<file path="src/rtl/decoder_nxm_seq.sv">
// Registered binary-to-one-hot decoder with a valid/ready code input and an optional
// scan mode that rotates the active line; scan logic is compiled in only with DECODER_SCAN_EN.
module decoder_nxm_seq #(
   parameter int SEL_W = 2,
   parameter int N_OUT = 4,
   parameter int DWELL = 4
) (
   input  logic             clk,
   input  logic             rst,
   input  logic             en,
   input  logic             s_valid,
   output logic             s_ready,
   input  logic [SEL_W-1:0] s,
   input  logic             scan_start,
   input  logic             scan_stop,
   output logic [N_OUT-1:0] o,
   output logic             o_valid,
   output logic             busy,
   output logic             err
);

   typedef enum logic [1:0] {IDLE, HOLD, SCAN} state_t;

   state_t           state, state_n;
   logic [N_OUT-1:0] o_n;
   logic [N_OUT-1:0] code_dec;
   logic             o_valid_n;
   logic             err_n;
   logic             code_ok;

   // Codes at or above N_OUT have no line to drive and are flagged instead.
   always_comb begin
      code_ok = ({{(32-SEL_W){1'b0}}, s} < 32'(N_OUT));
      for (int i = 0; i < N_OUT; i++) begin
         code_dec[i] = (s == SEL_W'(i));
      end
   end

`ifdef DECODER_SCAN_EN
   localparam int DW = (DWELL > 1) ? $clog2(DWELL) : 1;
   localparam int LW = $clog2(N_OUT);

   logic [DW-1:0] dwell, dwell_n;
   logic [LW-1:0] line, line_n;

   assign s_ready = en && (state != SCAN);
   assign busy    = (state == SCAN);
`else
   logic unused_scan;

   assign unused_scan = ^{scan_start, scan_stop};
   localparam int unused_dwell = DWELL;

   assign s_ready = en;
   assign busy    = 1'b0;
`endif

   // Branch order encodes the per-cycle priority: enable, stop, start, then accept.
   always_comb begin
      state_n   = state;
      o_n       = o;
      o_valid_n = o_valid;
      err_n     = 1'b0;
`ifdef DECODER_SCAN_EN
      dwell_n   = dwell;
      line_n    = line;
`endif
      if (!en) begin
         state_n   = IDLE;
         o_n       = '0;
         o_valid_n = 1'b0;
`ifdef DECODER_SCAN_EN
         dwell_n   = '0;
         line_n    = '0;
`endif
      end
`ifdef DECODER_SCAN_EN
      else if (state == SCAN) begin
         if (scan_stop) begin
            state_n   = IDLE;
            o_n       = '0;
            o_valid_n = 1'b0;
            dwell_n   = '0;
            line_n    = '0;
         end else if (dwell == DW'(DWELL - 1)) begin
            dwell_n = '0;
            if (line == LW'(N_OUT - 1)) begin
               line_n = '0;
            end else begin
               line_n = line + LW'(1);
            end
            for (int i = 0; i < N_OUT; i++) begin
               o_n[i] = (line_n == LW'(i));
            end
         end else begin
            dwell_n = dwell + DW'(1);
         end
      end else if (scan_start) begin
         state_n   = SCAN;
         o_n       = '0;
         o_n[0]    = 1'b1;
         o_valid_n = 1'b1;
         dwell_n   = '0;
         line_n    = '0;
      end
`endif
      else if (s_valid && s_ready) begin
         if (code_ok) begin
            state_n   = HOLD;
            o_n       = code_dec;
            o_valid_n = 1'b1;
         end else begin
            state_n   = IDLE;
            o_n       = '0;
            o_valid_n = 1'b0;
            err_n     = 1'b1;
         end
      end
   end

   always_ff @(posedge clk or posedge rst) begin
      if (rst) begin
         state   <= IDLE;
         o       <= '0;
         o_valid <= 1'b0;
         err     <= 1'b0;
      end else begin
         state   <= state_n;
         o       <= o_n;
         o_valid <= o_valid_n;
         err     <= err_n;
      end
   end

`ifdef DECODER_SCAN_EN
   always_ff @(posedge clk or posedge rst) begin
      if (rst) begin
         dwell <= '0;
         line  <= '0;
      end else begin
         dwell <= dwell_n;
         line  <= line_n;
      end
   end
`endif

endmodule

</file>
<file path="config.mk">
export PLATFORM = sky130hd
export DESIGN_NAME = decoder_nxm_seq
export DESIGN_NICKNAME = d
export VERILOG_FILES = /design/src/rtl/decoder_nxm_seq.sv
export SDC_FILE = /design/constraint.sdc
export NUM_CORES = 1
export LEC_CHECK = 0
export CAP_MARGIN = 25
export CORE_AREA = 2 2 39 41
export DETAILED_ROUTE_END_ITERATION = 12
export DIE_AREA = 0 0 41 43
export MAX_ROUTING_LAYER = met4
export PLACE_DENSITY = 0.48
export REMOVE_ABC_BUFFERS = 1
export SLEW_MARGIN = 40
export SYNTH_ARGS = -nofsm -noshare
export SYNTH_HDL_FRONTEND = slang
export SYNTH_SLANG_ARGS = --single-unit
</file>
<file path="constraint.sdc">
create_clock -name clk -period 1.55 [get_ports clk]
set_input_delay 0.155 -clock clk [delete_from_list [all_inputs] [get_ports clk]]
set_output_delay 0.155 -clock clk [all_outputs]
set_load 0.03 [all_outputs]
</file>
==> impl_metrics.env, run 1 <==
export IMPL_max_cap_violations=0
export IMPL_postCtsHoldBufs=0
export IMPL_placedCellCount=47
export IMPL_crit_path_end_kind="output port"
export IMPL_p_int_mw=0.261
export IMPL_die_w_um=41
export IMPL_power_density_nw_per_um2=964
export IMPL_setup_violations=0
export IMPL_wirelength_um=498
export IMPL_grt_met2_usage=0.0781
export IMPL_drt_iter0_markers=2
export IMPL_synth_compound_area_frac=0.180
export IMPL_netlist_instances=22
export IMPL_netlist_area_um2=229
export IMPL_grt_pass1_wl_um=731
export IMPL_grtUsageMet3=0.0628
export IMPL_holdWs_ps=110
export IMPL_cts_buffers=3
export IMPL_wl_per_cell_um=9.76
export IMPL_cts_repair_resized=0
export IMPL_ir_drop_v=0.000543
export IMPL_skew_ps=0
export IMPL_critical_path_max_stage_delay_ps=670
export IMPL_final_layout_size_suffix_gt1_frac=0.143
export IMPL_period_minus_slack_ps=1410
export IMPL_yosys_register_bits=5
export IMPL_worst_path_max_fanout=2
export IMPL_clk_latency_ps=240
export IMPL_mostFrequentLayoutCell="clkdlybuf4s50_1"
export IMPL_rows=14
export IMPL_p_leak_nw=0.159
export IMPL_yosysUniqueCellTypes=10
export IMPL_worstPathRequired_ps=1390
export IMPL_synthAdderAreaFrac=0
export IMPL_grt_max_degree=8
export IMPL_yosys_area_share_simple=0.109
export IMPL_syn_area_per_cell_um2=10.4
export IMPL_dpl_hpwl_um=387
export IMPL_met1_usage=0.0820
export IMPL_dr_pass1_iters=2
export IMPL_areaGrowthSynthToFinish_pct=59.0
export IMPL_clkTransAtPathRegs_ps=40
export IMPL_fmax_ghz=0.708
export IMPL_vias=196
export IMPL_cts_sinks=5
export IMPL_crit_start="o[0]"
export IMPL_die_area_um2=1760
export IMPL_outcome="finished clean"
export IMPL_synth_xor_area_frac=0
export IMPL_vias_per_cell=3.84
export IMPL_cp_top_family="buffers and inverters"
export IMPL_cts_setup_buffers=0
export IMPL_fin_cells=51
export IMPL_tns_ps=0
export IMPL_busiest_layer="met1"
export IMPL_io_buffers=11
export IMPL_mostFrequentLayoutCells="10 x clkdlybuf4s50_1, 5 x dfrtp_1"
export IMPL_finalHoldViolCount=0
export IMPL_n_antenna_cell=0
export IMPL_hold_path_class="input pin to async pin"
export IMPL_slowest_stage="clkdlybuf4s50_1"
export IMPL_muxShareOfSynthArea=0
export IMPL_drcViolationCount=0
export IMPL_clockBufferDepth=2
export IMPL_slew_violations=0
export IMPL_clkPwrFrac=0.416
export IMPL_multi_input_area_um2=73.8
export IMPL_p_seq_frac=0.398
export IMPL_crit_buf_inv=1
export IMPL_grt_total_usage=0.0673
export IMPL_p_switching_mw=0.0901
export IMPL_core_region_area_um2=1380
export IMPL_swShare=0.257
export IMPL_htreeDepth=1
export IMPL_synth_top_family_by_area="compound AO/OA/AOI/OAI gates"
export IMPL_synth_seq_area_share=0.546
export IMPL_cts_root_buf="clkbuf_4"
export IMPL_fin_nets=44
export IMPL_regArea_um2=125
export IMPL_grt_pass1_vias=190
export IMPL_rsz0062_at_grt="no"
export IMPL_antenna_found_initial=0
export IMPL_path_cells="clkdlybuf4s50_1"
export IMPL_cts_tree="built"
export IMPL_period_share=0.912
export IMPL_ant_nets=0
export IMPL_arrival_ps=1260
export IMPL_path_class="flop to output port"
export IMPL_io_pins=16
export IMPL_nFillCells=158
export IMPL_gp_congestion=0.658
export IMPL_overflow=0
export IMPL_r2r_start="o[0]"
export IMPL_start_util=0.165
export IMPL_share_comb_of_total_power=0.186
export IMPL_die_y_um=43
export IMPL_postLayoutCoreUtil=0.263
export IMPL_worst_setup_path_start_kind="flop"
export IMPL_yosysWarnings=0
-- metal layers --
metal	vias up	part of all wire
li1	97	-
met1	87	0.45
met2	12	0.40
met3	0	0.15
met4	0	0
met5	-	0
-- path summary, 6_finish.rpt --
check / cells past startpoint / to / slack [ps]
min in group clk: 1 / o_valid / 480
max in group asynchronous: 2 / o_valid / 1280
setup reg to reg: 2 / o[0] / 890
hold / removal: 2 / o[3] / 110
setup / recovery: 1 / o[0] / 140
hold reg to reg: 1 / o_valid / 480
-- cells by family (layout without fill, tap and decap cells) --
logic type | count (synthesis) | after routing
AOI/OAI and AO/OA | 5 | 5
buffers and inverters | 6 | 18
DFF | 5 | 5
other | 1 | 2
and+or+nand+nor | 5 | 5
-- cell usage after synthesis --
cell type | count | area, um^2
conb_1 | 1 | 3.75
nand2_1 | 3 | 11.3
o21a_1 | 1 | 7.51
inv_1 | 3 | 11.3
nand2_2 | 1 | 6.26
dfrtp_1 | 5 | 125
buf_4 | 3 | 22.5
o32ai_1 | 3 | 26.3
nand3b_1 | 1 | 7.51
o31ai_1 | 1 | 7.51
-- power groups by stage --
stage	sequential [mW]	combinational, mW	clock [mW]
after floorplan	0.153	0.0170	0
after global placement	0.141	0.0654	0
after detailed placement	0.141	0.0656	0
after CTS	0.140	0.0659	0.157
after global routing	0.140	0.0698	0.168
final	0.140	0.0654	0.146
-- per-stage QoR --
stage          setup slack (ps)  total power [mW]  area, um^2
6_report                    137             0.351         364
5_1_grt                    83.0             0.378         364
4_1_cts                     124             0.362         364
3_5_place_dp                268             0.207         338
3_3_place_gp                299             0.207         338
2_1_floorplan               763             0.170         210
-- flip-flops by register name (all words and copies together) (netlist names) --
| register | count |
|---|---|
| o | 4 |
| o_valid | 1 |
-- final cells by class --
cell class                      count  area share
Multi-Input combinational cell     12       0.203
Timing Repair Buffer               11       0.296
Inverter                            3      0.0309
Clock buffer                        4      0.0722
Sequential cell                     5       0.344
Tap cell                           16      0.0550
(Power assumes the default switching activity.)
==> run 2: changes to the inputs <==
ABC_CLOCK_PERIOD_IN_PS = 1550   (was not set)
==> results of run 2 <==
The final DEF is identical to that of run 1; final timing and power are the same.
==> run 3: changes to the inputs <==
GPL_TIMING_DRIVEN = 0   (was not set)
==> run 3 against run 2 <==
Against the previous run:
- first-iteration DRC count grew to 3.0 times the previous value
- count of clock-buffer cells in the layout unchanged
- critical path depth stayed put
- cell count is the same
- critical path type unchanged
- non-clock buffer count unchanged
- core utilization grew 0.090 points
- sequential cell count did not move
- largest cell class unchanged
- register-to-register slack barely moved
- sequential share of layout area is 0.12 points lower
==> impl_metrics.env, run 3 (synthesis results as in run 1) <==
export IMPL_path_class="flop to output port"
export IMPL_ant_nets=0
export IMPL_clk_latency_ps=240
export IMPL_crit_buf_inv=1
export IMPL_skew_ps=0
export IMPL_share_comb_of_total_power=0.182
export IMPL_p_switching_mw=0.0923
export IMPL_setup_violations=0
export IMPL_io_buffers=11
export IMPL_rsz0062_at_grt="no"
export IMPL_outcome="finished clean"
export IMPL_io_pins=16
export IMPL_fin_nets=44
export IMPL_grt_pass1_wl_um=876
export IMPL_grt_total_usage=0.0859
export IMPL_grt_pass1_vias=203
export IMPL_wl_per_cell_um=9.51
export IMPL_crit_path_end_kind="output port"
export IMPL_wirelength_um=485
export IMPL_cts_tree="built"
export IMPL_period_share=0.921
export IMPL_path_cells="clkdlybuf4s50_1"
export IMPL_overflow=0
export IMPL_regArea_um2=125
export IMPL_regMostFlops="o"
export IMPL_r2r_end="o_valid"
export IMPL_period_minus_slack_ps=1430
export IMPL_clockBufferDepth=2
export IMPL_nFillCells=150
export IMPL_critical_path_max_stage_delay_ps=680
export IMPL_gp_congestion=0.683
export IMPL_p_int_mw=0.261
export IMPL_placedCellCount=47
export IMPL_vias=195
export IMPL_slowest_stage="clkdlybuf4s50_1"
export IMPL_wl_met3_um=73
export IMPL_mostFrequentLayoutCells="10 x clkdlybuf4s50_1, 5 x dfrtp_1"
export IMPL_dr_pass1_iters=2
export IMPL_mostFrequentLayoutCell="clkdlybuf4s50_1"
export IMPL_n_antenna_cell=0
export IMPL_clkTransAtPathRegs_ps=40
export IMPL_rows=14
export IMPL_final_layout_size_suffix_gt1_frac=0.114
export IMPL_postLayoutCoreUtil=0.264
export IMPL_dp_slack_ps=-82.1
export IMPL_fin_cells=51
export IMPL_design_power_total_mw=0.353
export IMPL_wl_met2_um=191
export IMPL_swShare=0.261
export IMPL_die_area_um2=1760
export IMPL_arrival_ps=1270
export IMPL_die_y_um=43
export IMPL_worstPathRequired_ps=1390
export IMPL_clkPwrFrac=0.421
export IMPL_ir_drop_v=0.000307
export IMPL_drt_iter0_markers=6
export IMPL_reg2reg_slack_ps=890
export IMPL_drcViolationCount=0
export IMPL_antenna_found_initial=0
export IMPL_htreeDepth=1
export IMPL_postCtsHoldBufs=0
export IMPL_hold_path_class="input pin to async pin"
export IMPL_worst_path_max_fanout=2
export IMPL_top_layer="met3"
export IMPL_largest_register_ffs=4
export IMPL_cp_top_family="buffers and inverters"
export IMPL_m1WireLength_um=219
export IMPL_holdWs_ps=106
export IMPL_worst_setup_path_start_kind="flop"
export IMPL_slew_violations=0
export IMPL_biggestRegsByFlops="o: 4 flops, o_valid: 1 flops"
export IMPL_p_leak_nw=0.159
export IMPL_areaGrowthSynthToFinish_pct=59.6
export IMPL_finalHoldViolCount=0
export IMPL_dpl_hpwl_um=376
export IMPL_grt_max_degree=8
export IMPL_r2r_worst_path_cells=1
export IMPL_core_region_area_um2=1380
export IMPL_power_density_nw_per_um2=967
export IMPL_start_util=0.165
export IMPL_fin_ws_ps=123
export IMPL_r2r_start="o_valid"
export IMPL_fmax_ghz=0.701
export IMPL_cts_buffers=3
export IMPL_multi_input_area_um2=73.8
export IMPL_p_seq_frac=0.396
export IMPL_max_cap_violations=0
export IMPL_vias_per_cell=3.82
export IMPL_cts_root_buf="clkbuf_4"
export IMPL_die_w_um=41
export IMPL_cts_sinks=5
-- run 3: cell count changes in the layout (fill, tap and decap cells not counted), sizes merged --
cell,before,now
buf,1,0
dlygate4sd2,0,1
-- run 3: area by class of cell --
class	instances	share of cell area
Multi-Input combinational cell	12	0.202
Inverter	3	0.0308
Clock buffer	4	0.0719
Tap cell	16	0.0548
Sequential cell	5	0.342
Timing Repair Buffer	11	0.298
-- run 3: through the flow --
step / setup TNS [ps] / instance area [um^2]
after global routing: 0 / 365
final: 0 / 365
after global placement: -98.7 / 340
after CTS: 0 / 365
after detailed placement: -82.1 / 340
after floorplan: 0 / 210
-- run 3: layer usage --
layer  track usage  vias up
met1        0.0984       85
met2        0.0906       14
met4        0.0800        0
met5             -        -
met3        0.0628        0
li1              -       96
-- run 3: timing repair --
action | CTS | global route
setup buffers | 0 | 0
endpoints found under the setup margin | 1 | 0
resized for setup | 1 | 0
-- run 3: power by group through the flow --
stage / registers (mW) / clock network, mW / logic [mW]
finish: 0.140 / 0.149 / 0.0644
global route: 0.140 / 0.168 / 0.0700
CTS: 0.140 / 0.159 / 0.0649
detailed placement: 0.142 / 0 / 0.0653
global placement: 0.141 / 0 / 0.0659
floorplan: 0.153 / 0 / 0.0170
-- run 3: worst max path at each step --
stage,start,to,slack (ps),depth (start not counted)
after floorplan,o_valid,o_valid,760,1
after global placement,en,s_ready,-100,2
after detailed placement,en,s_ready,-80,2
after CTS,o_valid,o_valid,110,1
after global routing,o_valid,o_valid,80,1
final,o_valid,o_valid,120,1
